--- src/rtl/jimmy_mem_pkg.sv ---
// Shared types for the dual-core data memory arbiter: FSM states and the
// owner encodings seen on the owner output.
package jimmy_mem_pkg;

   typedef enum logic [1:0] {
      IDLE   = 2'd0,
      ACCESS = 2'd1,
      DONE   = 2'd2
   } state_e;

   localparam logic [1:0] OWNER_NONE  = 2'b00;
   localparam logic [1:0] OWNER_CORE0 = 2'b01;
   localparam logic [1:0] OWNER_CORE1 = 2'b10;

   function automatic logic [1:0] ownerCode(input logic winnerIsCore1);
      return winnerIsCore1 ? OWNER_CORE1 : OWNER_CORE0;
   endfunction

endpackage

--- src/rtl/rr_arbiter2.sv ---
// Two-requester round-robin arbiter. Grants are combinational; the
// last-winner pointer advances only when the parent actually takes a grant.
module rr_arbiter2 (
   input  logic clk,
   input  logic reset,
   input  logic req0_i,
   input  logic req1_i,
   input  logic grantEn_i,
   output logic gnt0_o,
   output logic gnt1_o,
   output logic tie_o
);

   logic lastWinner_q;
   logic lastWinner_d;

   // On a tie, the core that did not win last time gets the grant.
   always_comb begin
      gnt0_o       = req0_i & (~req1_i | lastWinner_q);
      gnt1_o       = req1_i & (~req0_i | ~lastWinner_q);
      tie_o        = req0_i & req1_i;
      lastWinner_d = lastWinner_q;
      if (grantEn_i && (req0_i || req1_i)) begin
         lastWinner_d = gnt1_o;
      end
   end

   // Pointer resets to core 1 so core 0 takes the first tie.
   always_ff @(posedge clk) begin
      if (reset) begin
         lastWinner_q <= 1'b1;
      end else begin
         lastWinner_q <= lastWinner_d;
      end
   end

endmodule

--- src/rtl/data_memory_arbiter.sv ---
// Arbitrates two cores onto one single-port data memory. Each transaction
// takes IDLE -> ACCESS -> DONE, with all outputs registered.
module data_memory_arbiter
   import jimmy_mem_pkg::*;
#(
   parameter int ADDR_W    = 8,
   parameter int DATA_W    = 8,
   parameter int PARTITION = 1
) (
   input  logic              clk,
   input  logic              reset,
   input  logic              req0,
   input  logic              req1,
   input  logic              we0,
   input  logic              we1,
   input  logic [ADDR_W-1:0] addr0,
   input  logic [ADDR_W-1:0] addr1,
   input  logic [DATA_W-1:0] wdata0,
   input  logic [DATA_W-1:0] wdata1,
   output logic              ack0,
   output logic              ack1,
   output logic [DATA_W-1:0] rdata0,
   output logic [DATA_W-1:0] rdata1,
   output logic              mem_en,
   output logic              mem_we,
   output logic [ADDR_W-1:0] mem_addr,
   output logic [DATA_W-1:0] mem_wdata,
   input  logic [DATA_W-1:0] mem_rdata,
   output logic [1:0]        owner,
   output logic              contention
);

   state_e            state_q;
   logic              winner_q;
   logic              memEn_q;
   logic              memWe_q;
   logic [ADDR_W-1:0] memAddr_q;
   logic [DATA_W-1:0] memWdata_q;
   logic              ack0_q;
   logic              ack1_q;
   logic [DATA_W-1:0] rdata0_q;
   logic [DATA_W-1:0] rdata1_q;
   logic [1:0]        owner_q;
   logic              contention_q;

   logic              gnt0;
   logic              gnt1;
   logic              arbTie;
   logic              selWe;
   logic [ADDR_W-1:0] selAddr;
   logic [DATA_W-1:0] selWdata;
   logic [ADDR_W-1:0] physAddr;

   rr_arbiter2 u_arb (
      .clk       (clk),
      .reset     (reset),
      .req0_i    (req0),
      .req1_i    (req1),
      .grantEn_i (state_q == IDLE),
      .gnt0_o    (gnt0),
      .gnt1_o    (gnt1),
      .tie_o     (arbTie)
   );

   // Partitioned mode forces the top address bit to the winning core's id.
   always_comb begin
      selWe    = gnt0 ? we0    : we1;
      selAddr  = gnt0 ? addr0  : addr1;
      selWdata = gnt0 ? wdata0 : wdata1;
      if (PARTITION != 0) begin
         physAddr = {gnt1, selAddr[ADDR_W-2:0]};
      end else begin
         physAddr = selAddr;
      end
   end

   always_ff @(posedge clk) begin
      if (reset) begin
         state_q      <= IDLE;
         winner_q     <= 1'b0;
         memEn_q      <= 1'b0;
         memWe_q      <= 1'b0;
         memAddr_q    <= '0;
         memWdata_q   <= '0;
         ack0_q       <= 1'b0;
         ack1_q       <= 1'b0;
         rdata0_q     <= '0;
         rdata1_q     <= '0;
         owner_q      <= OWNER_NONE;
         contention_q <= 1'b0;
      end else begin
         unique case (state_q)
            IDLE: begin
               contention_q <= 1'b0;
               if (req0 || req1) begin
                  state_q      <= ACCESS;
                  winner_q     <= gnt1;
                  memEn_q      <= 1'b1;
                  memWe_q      <= selWe;
                  memAddr_q    <= physAddr;
                  memWdata_q   <= selWdata;
                  owner_q      <= ownerCode(gnt1);
                  contention_q <= arbTie;
               end
            end
            ACCESS: begin
               state_q      <= DONE;
               memEn_q      <= 1'b0;
               memWe_q      <= 1'b0;
               contention_q <= 1'b0;
               if (!memWe_q) begin
                  if (winner_q) rdata1_q <= mem_rdata;
                  else          rdata0_q <= mem_rdata;
               end
               ack0_q <= ~winner_q;
               ack1_q <= winner_q;
            end
            DONE: begin
               state_q <= IDLE;
               ack0_q  <= 1'b0;
               ack1_q  <= 1'b0;
               owner_q <= OWNER_NONE;
            end
            default: state_q <= IDLE;
         endcase
      end
   end

   assign ack0       = ack0_q;
   assign ack1       = ack1_q;
   assign rdata0     = rdata0_q;
   assign rdata1     = rdata1_q;
   assign mem_en     = memEn_q;
   assign mem_we     = memWe_q;
   assign mem_addr   = memAddr_q;
   assign mem_wdata  = memWdata_q;
   assign owner      = owner_q;
   assign contention = contention_q;

endmodule

--- config.mk ---
export PLATFORM = sky130hd
export DESIGN_NAME = data_memory_arbiter
export DESIGN_NICKNAME = d
export VERILOG_FILES = /design/src/rtl/jimmy_mem_pkg.sv /design/src/rtl/rr_arbiter2.sv /design/src/rtl/data_memory_arbiter.sv
export SDC_FILE = /design/constraint.sdc
export NUM_CORES = 1
export LEC_CHECK = 0
export ABC_AREA = 1
export BUFFER_PORTS_ARGS = -buffer_cell sky130_fd_sc_hd__buf_2
export CAP_MARGIN = 5
export CORE_AREA = 2 2 68 70
export DETAILED_ROUTE_END_ITERATION = 16
export DIE_AREA = 0 0 70 72
export GPL_ROUTABILITY_DRIVEN = 0
export HOLD_SLACK_MARGIN = 0.1
export PLACE_DENSITY_LB_ADDON = 0.12
export SYNTH_ARGS = -nofsm -noshare
export SYNTH_HDL_FRONTEND = slang
export SYNTH_HIERARCHICAL = 1
export SYNTH_SLANG_ARGS = --single-unit
export TNS_END_PERCENT = 5
--- constraint.sdc ---
create_clock -name clk -period 1.5 [get_ports clk]
set_input_delay 0.3 -clock clk [delete_from_list [all_inputs] [get_ports clk]]
set_output_delay 0.3 -clock clk [all_outputs]
set_load 0.02 [all_outputs]
# Yosys cells after proc, flatten, opt, wreduce, memory -nomap -nowiden
# Cells that the tools add are included.
dict set report totals {
  out_inout_bits 39
  elab_cells 53
  in_bits 46
  reg_bits 43
}
dict set report classes {
  muxes 16
  eq_ne 3
  bitwise 10
  reduce_logical 11
}
# operator count
set ops {}
lappend ops {{$pmux W1 S2} 5}
lappend ops {{$mux W8} 1}
lappend ops {{$pmux W2 S2} 2}
lappend ops {{$mux W7} 1}
lappend ops {{$mux W2} 3}
lappend ops {{$reduce_and A2 Y1} 3}
lappend ops {{$reduce_and A3 Y1} 2}
lappend ops {{$reduce_bool A2 Y1} 3}
lappend ops {{$not A1 Y1} 5}
lappend ops {{$mux W1} 4}
lappend ops {{$and A1 B1 Y1} 3}
lappend ops {{$eq A2 B1 Y1 const B} 1}
lappend ops {{$eq A2 B2 Y1 const B} 1}
lappend ops {{$logic_not A2 Y1} 1}
lappend ops {{$ne A2 B2 Y1 const B} 1}
lappend ops {{$or A1 B1 Y1} 2}
lappend ops {{$logic_and A1 B1 Y1} 1}
lappend ops {{$logic_or A1 B1 Y1} 1}

# Longest topological paths before layout
dict set report depth {
  depth_word 6
  mapped_depth 9
  mapped_depth_nobuf 8
}

# Cells and area by module
# Netlist, hierarchy kept.
# mod area_per_inst_um2 instances cells_per_inst
set modules_own_cells {}
lappend modules_own_cells {data_memory_arbiter 1878.1 1 260}
lappend modules_own_cells {rr_arbiter2 67.6 1 11}

# Worst setup path after synthesis
# OpenSTA, ideal clock, no wires.
dict set report synth_timing {
  kind {reg2reg}
  from {reg state_q[0]}
  to {reg winner_q}
  arrival_ps 1088
  synth_period_minus_slack_ps 1204
  setup_time_ps 116
  n_path_buf 1
  t_required_ps 1384
  stages_incl_launch_ff 8
  path_slack_ps 296
  cell_sequence {dfxtp_1 -> inv_1 -> ha_1 -> inv_2 -> nor2_8 -> buf_8 -> nor2_1 -> nor2_1}
}
dict set report synth_between {
  elab_chain_cells 2
}
# item line_no
set synth_lines {}
lappend synth_lines {{from (decl)} data_memory_arbiter.sv:33} ;# state_e state_q;
lappend synth_lines {{from (signal assigned)} data_memory_arbiter.sv:79} ;# state_q <= IDLE;
lappend synth_lines {{from (signal assigned)} data_memory_arbiter.sv:96} ;# state_q <= ACCESS;
lappend synth_lines {{from (signal assigned)} data_memory_arbiter.sv:107} ;# state_q <= DONE;
lappend synth_lines {{$logic_not A2 Y1} data_memory_arbiter.sv:92} ;# unique case (state_q)
lappend synth_lines {{$reduce_and A2 Y1 (no source line)} --}
lappend synth_lines {{to (signal assigned)} data_memory_arbiter.sv:97} ;# winner_q <= gnt1;
lappend synth_lines {{to (decl)} data_memory_arbiter.sv:34} ;# logic winner_q;
# Every way passes these cells.
# A chain may end at the register's enable or synchronous reset.

# Worst setup path after layout
dict set report layout_timing {
  from {reg state_q[0]}
  to {reg memAddr_q[2] (netlist: mem_addr[2])}
}
dict set report layout_between {
  elab_chain_cells 2
}
# item line_no
set layout_lines {}
lappend layout_lines {{$logic_not A2 Y1} data_memory_arbiter.sv:92}
lappend layout_lines {{$reduce_and A2 Y1 (no source line)} --}
lappend layout_lines {{to (signal assigned)} data_memory_arbiter.sv:100} ;# memAddr_q <= physAddr;
lappend layout_lines {{to (decl)} data_memory_arbiter.sv:37} ;# logic [ADDR_W-1:0] memAddr_q;
# Every way passes these cells.

==> results.sh <==
export IMPL_final_core_util_pct=58.63
export IMPL_skew_ps=6.524
export IMPL_critPathMaxFanout=17
export IMPL_final_max_slew_violation_count=0
export IMPL_portBuffers=82
export IMPL_period_share_pct=88.97
export IMPL_status="finished, final reports clean"
export IMPL_syn_to_final_growth_pct=28.49
export IMPL_synth_avg_cell_area_um2=7.179
export IMPL_grt_max_degree=24
export IMPL_hp_class="input port to register"
export IMPL_num_vias=1853
export IMPL_antenna_found_initial=0
export IMPL_endpoint_kind="register"
export IMPL_ir_drop_uv=539.9
export IMPL_worst_setup_path_start_kind="register"
export IMPL_ctsHoldBuffers=0
export IMPL_ys_warn_count=6
export IMPL_cts_sinks=42
export IMPL_wl_per_cell_um=10.81
export IMPL_hold_viol_final=0
export IMPL_rows=24
export IMPL_multi_input_area_um2=964.7
export IMPL_overflow=0
export IMPL_hpwl_mm=3.282
export IMPL_ys_types=23
export IMPL_ys_seq_elements=42
export IMPL_ctsLongestPathBuffers=2
export IMPL_ys_seq_area_share_pct=43.22
export IMPL_drtIter0Drc=103
export IMPL_nNetsFinal=405
export IMPL_async_reset_ff_share_pct=0
export IMPL_fmax_ghz=0.7493
export IMPL_h_tree_depth=2
export IMPL_fin_crit_ps=1335
export IMPL_wl_mm=4.400
export IMPL_p_leak_nw=1.287
export IMPL_synth_commonest_cells="91 x nand2_1, 47 x nor2_1, 42 x dfxtp_1, 17 x o21ai_0"
export IMPL_powerDensity_mw_per_mm2=1246
export IMPL_path_class="register to register"
export IMPL_drc=0
export IMPL_tns_ps=0
export IMPL_synth_area_leaders="dfxtp_1 43%, nand2_1 18%, nor2_1 9.1%, o21ai_0 4.4%, a21oi_2 3.6%"
export IMPL_synth_most_common_cell="nand2_1"
export IMPL_die_h_um=72
export IMPL_seqCellArea_um2=840.8
export IMPL_cts_tree="built"
export IMPL_slew_headroom_pct=79.31
export IMPL_tightest_slew_ps=310.0
export IMPL_rsz0062_at_grt="no"
export IMPL_drv_cap=0
export IMPL_synthCells=271
export IMPL_die_area_mm2=0.005040
export IMPL_grt_pass1_wl_mm=7.845
export IMPL_ys_flop_type="dfxtp_1"
export IMPL_yosysTopAreaCellShare_pct=43.22
export IMPL_coreArea_mm2=0.004264
export IMPL_synth_top_cell_by_area="dfxtp_1"
export IMPL_setup_violations_final=0
export IMPL_syn_area_mm2=0.001946
export IMPL_grt_pass1_vias=1851
export IMPL_clock_latency_ps=300
export IMPL_firstDrtPassIters=4
export IMPL_ant_nets=0
export IMPL_root_buffer="clkbuf_8"
export IMPL_vias_per_cell=4.553
export IMPL_gr_usage_all_layers_pct=19.16
export IMPL_synth_edf_count=0
export IMPL_drive_above_1_share_pct=32.68
export IMPL_cts_made_buffers=5
export IMPL_cts_clk_slew_worst_paths_ps=90
export IMPL_num_antenna_cells=0
export IMPL_cp_arrival_ps=1570
export IMPL_die_w_um=70
export IMPL_start_util_pct=45.63
export IMPL_synth_nets=322
export IMPL_cp_required_ps=1730
export IMPL_io_pins=85
export IMPL_fillerInstances=437
[cells in the final DEF (no fill, tap or decap)]
cell type and n:
ha_1 3, nand3_4 2, nand3b_1 1, clkinv_2 1, clkinvlp_4 2, ha_2 2, a21boi_1 1, buf_4 4
a21oi_2 8, inv_1 13, inv_4 1, nand2_1 91, o21ai_0 17, clkbuf_8 5, buf_2 82, inv_2 4
dfxtp_1 42, a21boi_2 1, o21ai_1 5, nand2_4 1, nor2_4 1, nor2_1 47, bufinv_16 1, nand3_1 6
nor2_8 1, a21oi_1 13
[cell families (layout without fill, tap and decap cells)]
| logic type | count (synthesis) | count (layout) | synth area share (%) |
|---|---|---|---|
| simple gates | 150 | 150 | 32.28 |
| compound gates | 45 | 45 | 13.38 |
| flops | 42 | 42 | 43.22 |
| buf+inv | 29 | 113 | 7.909 |
| fa+ha+maj | 5 | 5 | 3.215 |
[what timing repair did]
| item | in CTS | in global routing |
|---|---|---|
| buffers inserted | 0 | 0 |
| resized for setup | 0 | 5 |
| endpoints found under the setup margin | 0 | 33 |
[stage by stage]
stage	cells	setup slack [ps]	total power, mW	hold WS (ps)	instance area (um2)
2_1_floorplan	271	295.8	1.993	407.9	1946
3_3_place_gp	399	84.10	2.228	448.4	2371
3_5_place_dp	399	68.59	2.242	450.0	2371
4_1_cts	407	93.36	3.144	249.4	2485
5_1_grt	407	5.232	3.314	293.4	2500
6_report	407	165.5	3.114	258.8	2500
[cell type report]
class | count | area share, %
clock inverter | 3 | 1.802
tap | 52 | 2.603
inverter | 19 | 3.003
timing repair buffer | 86 | 17.62
clock buffer | 5 | 2.753
multi-input combinational | 200 | 38.59
sequential | 42 | 33.63
[flip-flops by register name, indices dropped and copies added (netlist names)]
register and flops:
mem_we 1, u_arb/lastWinner_q 1, mem_addr 7, rdata1 8, owner 2, mem_wdata 8
mem_en 1, state_q 2, rdata0 8, ack1 1, contention 1, ack0 1
winner_q 1
[critical path, stage by stage (launching register included)]
cell and delay, ps:
dfxtp_1 340, inv_1 130, ha_2 250, inv_2 90, nor2_8 220, nand2_1 110, a21oi_2 120
[final timing paths]
kind	startpoint	end	slack (ps)	cells after the start
worst max-delay path	state_q[0]$_SDFFE_PP0P_	mem_addr[2]$_SDFFE_PP0P_	170	6
worst min-delay path	mem_rdata[3]	rdata1[3]$_SDFFE_PP0P_	260	3
worst max register to register	state_q[0]$_SDFFE_PP0P_	mem_addr[2]$_SDFFE_PP0P_	170	6
worst min register to register	contention$_SDFFE_PP0P_	contention$_SDFFE_PP0P_	460	2
[report_power, final]
group / internal [mW] / leakage, nW / switching, mW
sequential: 1.25 / 0.345 / 0.0728
combinational: 0.318 / 0.892 / 0.577
clock: 0.495 / 0.0504 / 0.400
[layer usage]
layer	global-route usage [%]	vias up	part of all wire, %
met5	0	-	0
met4	7.051	0	1.5
met2	32.49	72	44
met1	23.57	761	48
li1	-	1012	-
met3	5.139	8	7.1
(Power assumes the default switching activity.)
